<file path="config.mk">
export PLATFORM = sky130hd
export DESIGN_NAME = serial_compare_ctrl
export DESIGN_NICKNAME = d
export VERILOG_FILES = /design/src/rtl/serial_compare_ctrl_pkg.sv /design/src/rtl/comparator.sv /design/src/rtl/pb_edge_sync.sv /design/src/rtl/serial_compare_ctrl.sv
export SDC_FILE = /design/constraint.sdc
export NUM_CORES = 1
export LEC_CHECK = 0
export ABC_AREA = 0
export ABC_CLOCK_PERIOD_IN_PS = 3600
export CAP_MARGIN = 20
export CORE_UTILIZATION = 56
export DETAILED_ROUTE_END_ITERATION = 8
export PLACE_DENSITY = 0.94
export SYNTH_ARGS = -nofsm -noshare
export SYNTH_HDL_FRONTEND = slang
export SYNTH_SLANG_ARGS = --single-unit
</file>
<file path="constraint.sdc">
create_clock -name clk -period 3.6 [get_ports clk]
set_clock_uncertainty 0.15 [all_clocks]
set_input_delay 0.54 -clock clk [delete_from_list [all_inputs] [get_ports clk]]
set_output_delay 0.54 -clock clk [all_outputs]
set_load 0.03 [all_outputs]
</file>
<file path="src/rtl/serial_compare_ctrl_pkg.sv">
// Shared types and widths for the serial magnitude comparator controller.
package serial_compare_ctrl_pkg;
  localparam int OPERAND_W = 8;
  localparam int NIBBLE_W  = 4;

  typedef enum logic [1:0] {
    IDLE = 2'd0,
    RUN  = 2'd1,
    DONE = 2'd2
  } state_t;
endpackage

</file>
<file path="src/rtl/comparator.sv">
// 1-bit magnitude comparator cell, chained MSB first.
// Once the upstream chain has decided (lin or gin), that decision is kept;
// only an undecided (ein) chain looks at this bit pair.
module comparator (
  input  logic a,
  input  logic b,
  input  logic lin,
  input  logic ein,
  input  logic gin,
  output logic lout,
  output logic eout,
  output logic gout
);
  assign lout = lin | (ein & ~a & b);
  assign gout = gin | (ein & a & ~b);
  assign eout = ein & ~(a ^ b);
endmodule

</file>
<file path="src/rtl/pb_edge_sync.sv">
// Push-button synchronizer and rising-edge detector for one bit.
// A load event appears during the cycle after the 2nd edge following the rise,
// so the consumer writes on the 3rd edge.
module pb_edge_sync (
  input  logic clk,
  input  logic rst,
  input  logic pb,
  output logic rise
);
  logic       s1, s2, s3;
  // warm counts the first edges after reset; until s3 holds a real post-reset
  // sample, a button held through reset would otherwise look like a rise.
  logic [1:0] warm;

  // two-flop sync, history flop for edge detect, warm-up counter
  always_ff @(posedge clk) begin
    if (rst) begin
      s1   <= 1'b0;
      s2   <= 1'b0;
      s3   <= 1'b0;
      warm <= 2'd0;
    end else begin
      s1 <= pb;
      s2 <= s1;
      s3 <= s2;
      if (warm != 2'd3) warm <= warm + 2'd1;
    end
  end

  assign rise = s2 & ~s3 & (warm == 2'd3);
endmodule

</file>
<file path="src/rtl/serial_compare_ctrl.sv">
// Serial 8-bit comparator: loads operands a/b by nibble, then walks one
// comparator cell from bit 7 down to bit 0 over exactly 8 RUN cycles.
module serial_compare_ctrl
  import serial_compare_ctrl_pkg::*;
#(
  parameter int PB_SYNC = 1
) (
  input  logic                 clk,
  input  logic                 rst,
  input  logic [NIBBLE_W-1:0]  y,
  input  logic [3:0]           pb,
  input  logic                 start,
  output logic                 busy,
  output logic                 done,
  output logic                 lout,
  output logic                 eout,
  output logic                 gout,
  output logic [OPERAND_W-1:0] a_val,
  output logic [OPERAND_W-1:0] b_val
);
  state_t               state;
  logic [2:0]           idx;
  logic [OPERAND_W-1:0] a, b;
  logic                 lt, eq, gt;
  logic                 c_l, c_e, c_g;
  logic [3:0]           ld;

  // load-event source: synchronized button edges, or raw strobes
  generate
    if (PB_SYNC != 0) begin : g_sync
      for (genvar i = 0; i < 4; i++) begin : g_bit
        pb_edge_sync u_sync (
          .clk  (clk),
          .rst  (rst),
          .pb   (pb[i]),
          .rise (ld[i])
        );
      end
    end else begin : g_bypass
      assign ld = pb;
    end
  endgenerate

  comparator u_cmp (
    .a    (a[idx]),
    .b    (b[idx]),
    .lin  (lt),
    .ein  (eq),
    .gin  (gt),
    .lout (c_l),
    .eout (c_e),
    .gout (c_g)
  );

  // control FSM, operand registers, chain state and registered results
  always_ff @(posedge clk) begin
    if (rst) begin
      state <= IDLE;
      idx   <= 3'd7;
      a     <= '0;
      b     <= '0;
      lt    <= 1'b0;
      eq    <= 1'b1;
      gt    <= 1'b0;
      busy  <= 1'b0;
      done  <= 1'b0;
      lout  <= 1'b0;
      eout  <= 1'b1;
      gout  <= 1'b0;
    end else begin
      case (state)
        IDLE: begin
          // loads land in the same edge as start, so RUN sees updated operands
          if (ld[0]) a[NIBBLE_W-1:0]         <= y;
          if (ld[1]) a[OPERAND_W-1:NIBBLE_W] <= y;
          if (ld[2]) b[NIBBLE_W-1:0]         <= y;
          if (ld[3]) b[OPERAND_W-1:NIBBLE_W] <= y;
          if (start) begin
            state <= RUN;
            idx   <= 3'd7;
            lt    <= 1'b0;
            eq    <= 1'b1;
            gt    <= 1'b0;
            busy  <= 1'b1;
          end
        end
        RUN: begin
          lt  <= c_l;
          eq  <= c_e;
          gt  <= c_g;
          idx <= idx - 3'd1;
          if (idx == 3'd0) begin
            state <= DONE;
            busy  <= 1'b0;
            done  <= 1'b1;
            lout  <= c_l;
            eout  <= c_e;
            gout  <= c_g;
          end
        end
        DONE: begin
          state <= IDLE;
          done  <= 1'b0;
          idx   <= 3'd7;
        end
        default: state <= IDLE;
      endcase
    end
  end

  assign a_val = a;
  assign b_val = b;
endmodule

</file>
; Word level (Yosys, flattened, before mapping)
; Index checks and enable logic that the tools add are counted.
[totals]
in_bits = 11
elab_cells = 104
ff_bits = 49
[classes]
eq_ne = 12
magnitude_cmp = 1
addsub = 5
reduce_logical = 15
n_mux = 18
bitwise = 23
[op_table]
columns = operator, n
row1 = $reduce_and 2->1, 9
row2 = $and 1x1->1, 13
row3 = $ne 2x2->1 const B, 6
row4 = $eq 2x2->1 const B, 5
row5 = $pmux 1 s2, 5
row6 = $pmux 3 s3, 1
row7 = $add 2x1->2 const B, 4
row8 = $not 1->1, 7
row9 = $bmux 1 s3, 2
row10 = $mux 1, 6
row11 = $lt 3x4->1 const B, 1
row12 = $mux 2, 2
row13 = $pmux 2 s2, 1
row14 = $reduce_bool 2->1, 2
row15 = $logic_not 3->1, 1
row16 = $mux 3, 1
row17 = $reduce_and 3->1, 1
row18 = $reduce_bool 3->1, 1
row19 = $sub 3x1->3 const B, 1
row20 = $eq 2x1->1 const B, 1
row21 = $logic_not 2->1, 1
row22 = $or 1x1->1, 2
row23 = $xor 1x1->1, 1

; Longest topological paths before layout
[logic_depth]
word_depth = 7
mapped_depth = 7
ltp_nobuf = 6

; Modules after synthesis
; From an unflattened synthesis, not the netlist that was laid out.
[unflattened]
cells_unflattened = 215
area_unflattened_um2 = 2062.0
[modules_own_cells]
columns = mod, area_each_um2, cells_per_inst, n_inst
row1 = serial_compare_ctrl, 1362.6, 149, 1
row2 = pb_edge_sync, 165.2, 15, 4
row3 = comparator, 38.8, 6, 1

; Least setup slack after synthesis
; OpenSTA, ideal clock, no wires.
[synth_path]
path_type = reg-to-reg
from = register idx[0]
to = register gout
path_slack_ns = 1.799
period_less_slack_ns = 1.801
t_arrival_ns = 1.520
path_buffers = 1
stages_incl_launch_ff = 6
setup_time_ns = 0.131
cell_sequence = dfxtp_1 -> buf_6 -> mux4_2 -> mux2_4 -> a311oi_1 -> nor3_1
[synth_via]
elab_chain_cells = 5
[synth_lines]
columns = element, line_no
row1 = "start, declared", serial_compare_ctrl.sv:22  ; logic [2:0] idx;
row2 = "start signal, assigned", serial_compare_ctrl.sv:91  ; idx <= idx - 3'd1;
row3 = $bmux 1 s3 (on tied branches), "serial_compare_ctrl.sv:45, serial_compare_ctrl.sv:46"
row4 = $mux 1 (on tied branches), "serial_compare_ctrl.sv:45, serial_compare_ctrl.sv:46"
row5 = $and 1x1->1 or $not 1->1 (tied branches), comparator.sv:15  ; assign gout = gin | (ein & a & ~b);
row6 = $and 1x1->1, comparator.sv:15
row7 = $or 1x1->1, comparator.sv:15
row8 = "end signal, assigned", serial_compare_ctrl.sv:98  ; gout <= c_g;
row9 = "end, declared", serial_compare_ctrl.sv:17  ; output logic gout,
; Several ways; a longest one is shown, not always the timed one. The select of a mux whose other input is x is not followed.
; A chain may end at the register's enable or synchronous reset.

; Worst setup path in the final report
[layout_path]
from = register b[1], in the netlist b_val[1]
to = output b_val[1]
[layout_lines]
columns = element, line_no
row1 = "start, declared", serial_compare_ctrl.sv:23  ; logic [OPERAND_W-1:0] a, b;
row2 = "start signal, assigned by index", serial_compare_ctrl.sv:76  ; if (ld[2]) b[NIBBLE_W-1:0] <= y;
row3 = "start signal, assigned by index", serial_compare_ctrl.sv:77  ; if (ld[3]) b[OPERAND_W-1:NIBBLE_W] <= y;
row4 = "end, declared", serial_compare_ctrl.sv:19  ; output logic [OPERAND_W-1:0] b_val
; No word-level cell between the ends.

==> run metrics <==
Unique masters post-synth=34; period utilization=58.1%; RR Startpoint=idx[0]$_SDFFE_PP1P_; Final Util=72.7%; core footprint=3440 um2; vias per cell=5.43; H-tree Lvls=2; drt first pass iters=4; largest family of logic cells by synthesized area=multiplexers; reg2reg path depth=4; Setup-failing EPs final=0; detailed placement HPWL=2.78 mm; Non-Filler Instances=273; drt drc=0; ant diodes=0; initial antenna violation count=0; CP endpoint kind=output port; Critical-path top delay cell=clkdlybuf4s50_1; root buf cell=clkbuf_8; critical path class=reg -> out; R2R Setup Slk=1.51 ns; Fmax=478 MHz; initial cell density of the core=59.8%; layout cell share with drive strength beyond 1=8.81%; number of CTS-inserted buffers=5; largest net degree at the start of global routing=50; GRT Total Usage=23.3%; die area=3920 um2; VDD IR max=0.387 mV; clk buf depth=2; #FFs+latches synth=49; Congestion Overflow GR=0; dpl cells=265; crit path to=b_val[1]; Post CTS Setup Buffer Count=0; TritonCTS clock tree=yes; min Tclk post-route=2.09 ns; ordered cell list for the critical path=clkdlybuf4s50_1; Fin Setup TNS=0 ns; WP data required=2.91 ns; Area contributors post-synth=dfxtp_1 48%, mux2i_1 11%, ha_1 6.1%, nor2_1 5.8%, mux4_2 4.4%; clock transition at the registers of the reported paths=0.08 ns; number of global-route vias before repair=1398; Startpoint Class=register; worst min path class=reg -> reg; 1st-iter DRT viols=134; post-CTS sizing=0; post-synth top area share=47.6%; Crit path largest cell delay=0.70 ns; power per cell area=450 nW/um2; Slew Viols, Final=0; critical path arrival=1.40 ns; sequential share of the synthesized area=47.6%; post-synth net total=216; total power draw=1.13 mW; simple-gate portion of the synthesized area=15.1%; worst skew pair latency=0.30 ns; area leader, netlist=dfxtp_1; compound-cell area share of the yosys netlist=7.96%; crit-path max FO=3; post-route antenna net violation count=0; synth warn=0; PortBufs=31; max_cap viols=0; Critical path buffers and inverters=1; RSZ-0062 raised after global routing=no; reg2reg end=gout$_SDFFE_PP0P_; Clock Sinks=49; outcome=finished clean; Worst-Margin Slew=0.485 ns; Worst path depth=1; I/O Pins=32; Post-Synth XOR/XNOR Area=2.13%; Critical Path Source=b_val[1]$_SDFFE_PP0P_; Cells after Synth=195; Cell Area, Synth=2060 um2; Routed Wire Length=4.20 mm; nets=247; syn_area_per_cell=10.6 um2; RD Place Congestion=0.753; first-pass GRT wire length=6.91 mm; die height=62.6 um; average wire per standard cell=15.4 um; Hold Crit Start=g_sync.g_bit[1].u_sync.s1$_SDFF_PP0_; via count=1482; LEAKAGE=1.08 nW; mux contribution to synthesized area=18.0%; post-synthesis adder-cell area fraction=6.08%; area growth from synthesis to layout=21.5%; Hold-fix buffers, CTS=0; Top Family by Delay on Critical Path=buffers and inverters; cell row count=21; Placed Area=2400 um2; Final Hold Violating Endpoints=0; post-route cell area=2500 um2; relative slew slack=67.7%; chip width=62.6 um
==> worst reg2reg max path: stages (launching register included) <==
cell and delay (ns):
dfxtp_1 0.55, mux4_2 0.59, mux2_4 0.32, a311oi_1 0.26
nor3_1 0.09
==> worst min path at each step <==
stage,cells past startpoint,slack [ns],to
final,1,0.29,g_sync.g_bit[1].u_sync.s2$_SDFF_PP0_
after global placement,1,0.27,g_sync.g_bit[3].u_sync.s2$_SDFF_PP0_
after detailed placement,1,0.27,g_sync.g_bit[1].u_sync.s2$_SDFF_PP0_
after CTS,1,0.29,g_sync.g_bit[1].u_sync.s2$_SDFF_PP0_
after floorplan,1,0.26,g_sync.g_bit[0].u_sync.s2$_SDFF_PP0_
after global routing,1,0.32,g_sync.g_bit[0].u_sync.s2$_SDFF_PP0_
==> metrics by stage <==
step	hold WS [ns]	setup WS, ns
after CTS	0.292	1.50
after floorplan	0.264	1.80
after detailed placement	0.272	1.59
after global placement	0.266	1.65
final	0.291	1.51
after global routing	0.317	1.36
==> report_power, final <==
part	total [mW]	switching (mW)	internal, mW
clock	0.355	0.178	0.177
sequential	0.601	0.0234	0.577
combinational	0.170	0.0923	0.0775
==> final cells by class <==
cell class	count	area (um2)
Multi-Input combinational cell	131	1010
Sequential cell	49	981
Fill cell	248	940
Timing Repair Buffer	32	318
Clock buffer	7	96.3
Tap cell	46	57.6
Inverter	7	26.3
Clock inverter	1	8.76
==> registers in the layout, indices dropped and copies added, names as in the netlist <==
register                  count
g_sync.g_bit.u_sync.s1        4
g_sync.g_bit.u_sync.s3        4
g_sync.g_bit.u_sync.s2        4
b_val                         8
busy                          1
lt                            1
state                         2
eout                          1
g_sync.g_bit.u_sync.warm      8
idx                           3
eq                            1
gt                            1
lout                          1
gout                          1
a_val                         8
done                          1
==> per-layer routing <==
metal	up-vias	share of wire (%)	wire, um	GRT usage (%)
met3	5	3.3	137	5.47
met1	706	44	1840	28.3
met4	0	1.3	53	7.85
li1	738	-	-	-
met5	-	0	0	0
met2	33	52	2160	40.4
==> cell usage after synthesis <==
cell and count:
nand4b_1 4, a22oi_1 1, buf_6 1, nand2_1 1, inv_1 6, nor2b_1 13
dfxtp_1 49, nor2_1 32, xnor2_1 1, a31oi_1 2, mux2i_4 1, nor3_1 2
a2111oi_2 2, mux4_2 4, mux2_2 2, inv_2 1, nand3_1 3, mux2i_1 22
nand2b_1 5, a211oi_1 1, and4_1 1, o21ai_1 1, o31ai_1 1, buf_1 1
o21ai_0 6, o21bai_1 1, ha_1 10, mux2_4 1, a221oi_1 1, or2_1 1
a311oi_1 2, xor2_1 4, a21oi_1 6, clkbuf_1 6
==> cell families (layout without fill, tap and decap cells) <==
kind of cell / Yosys count / count (layout)
flip-flops: 49 / 49
AND/OR/NAND/NOR: 62 / 62
AO/OA/AOI/OAI: 24 / 24
XOR/XNOR: 5 / 5
buffers and inverters: 15 / 47
adder cells (fa/ha/maj): 10 / 10
multiplexers: 30 / 30
==> cells in the final DEF (no fill, tap or decap), types with 6 or more instances in the layout <==
master	instances
a21oi_1	6
clkbuf_8	7
clkdlybuf4s50_1	31
dfxtp_1	49
ha_1	10
inv_1	6
mux2i_1	22
nor2_1	32
nor2b_1	13
o21ai_0	6
(Power assumes the default switching activity.)
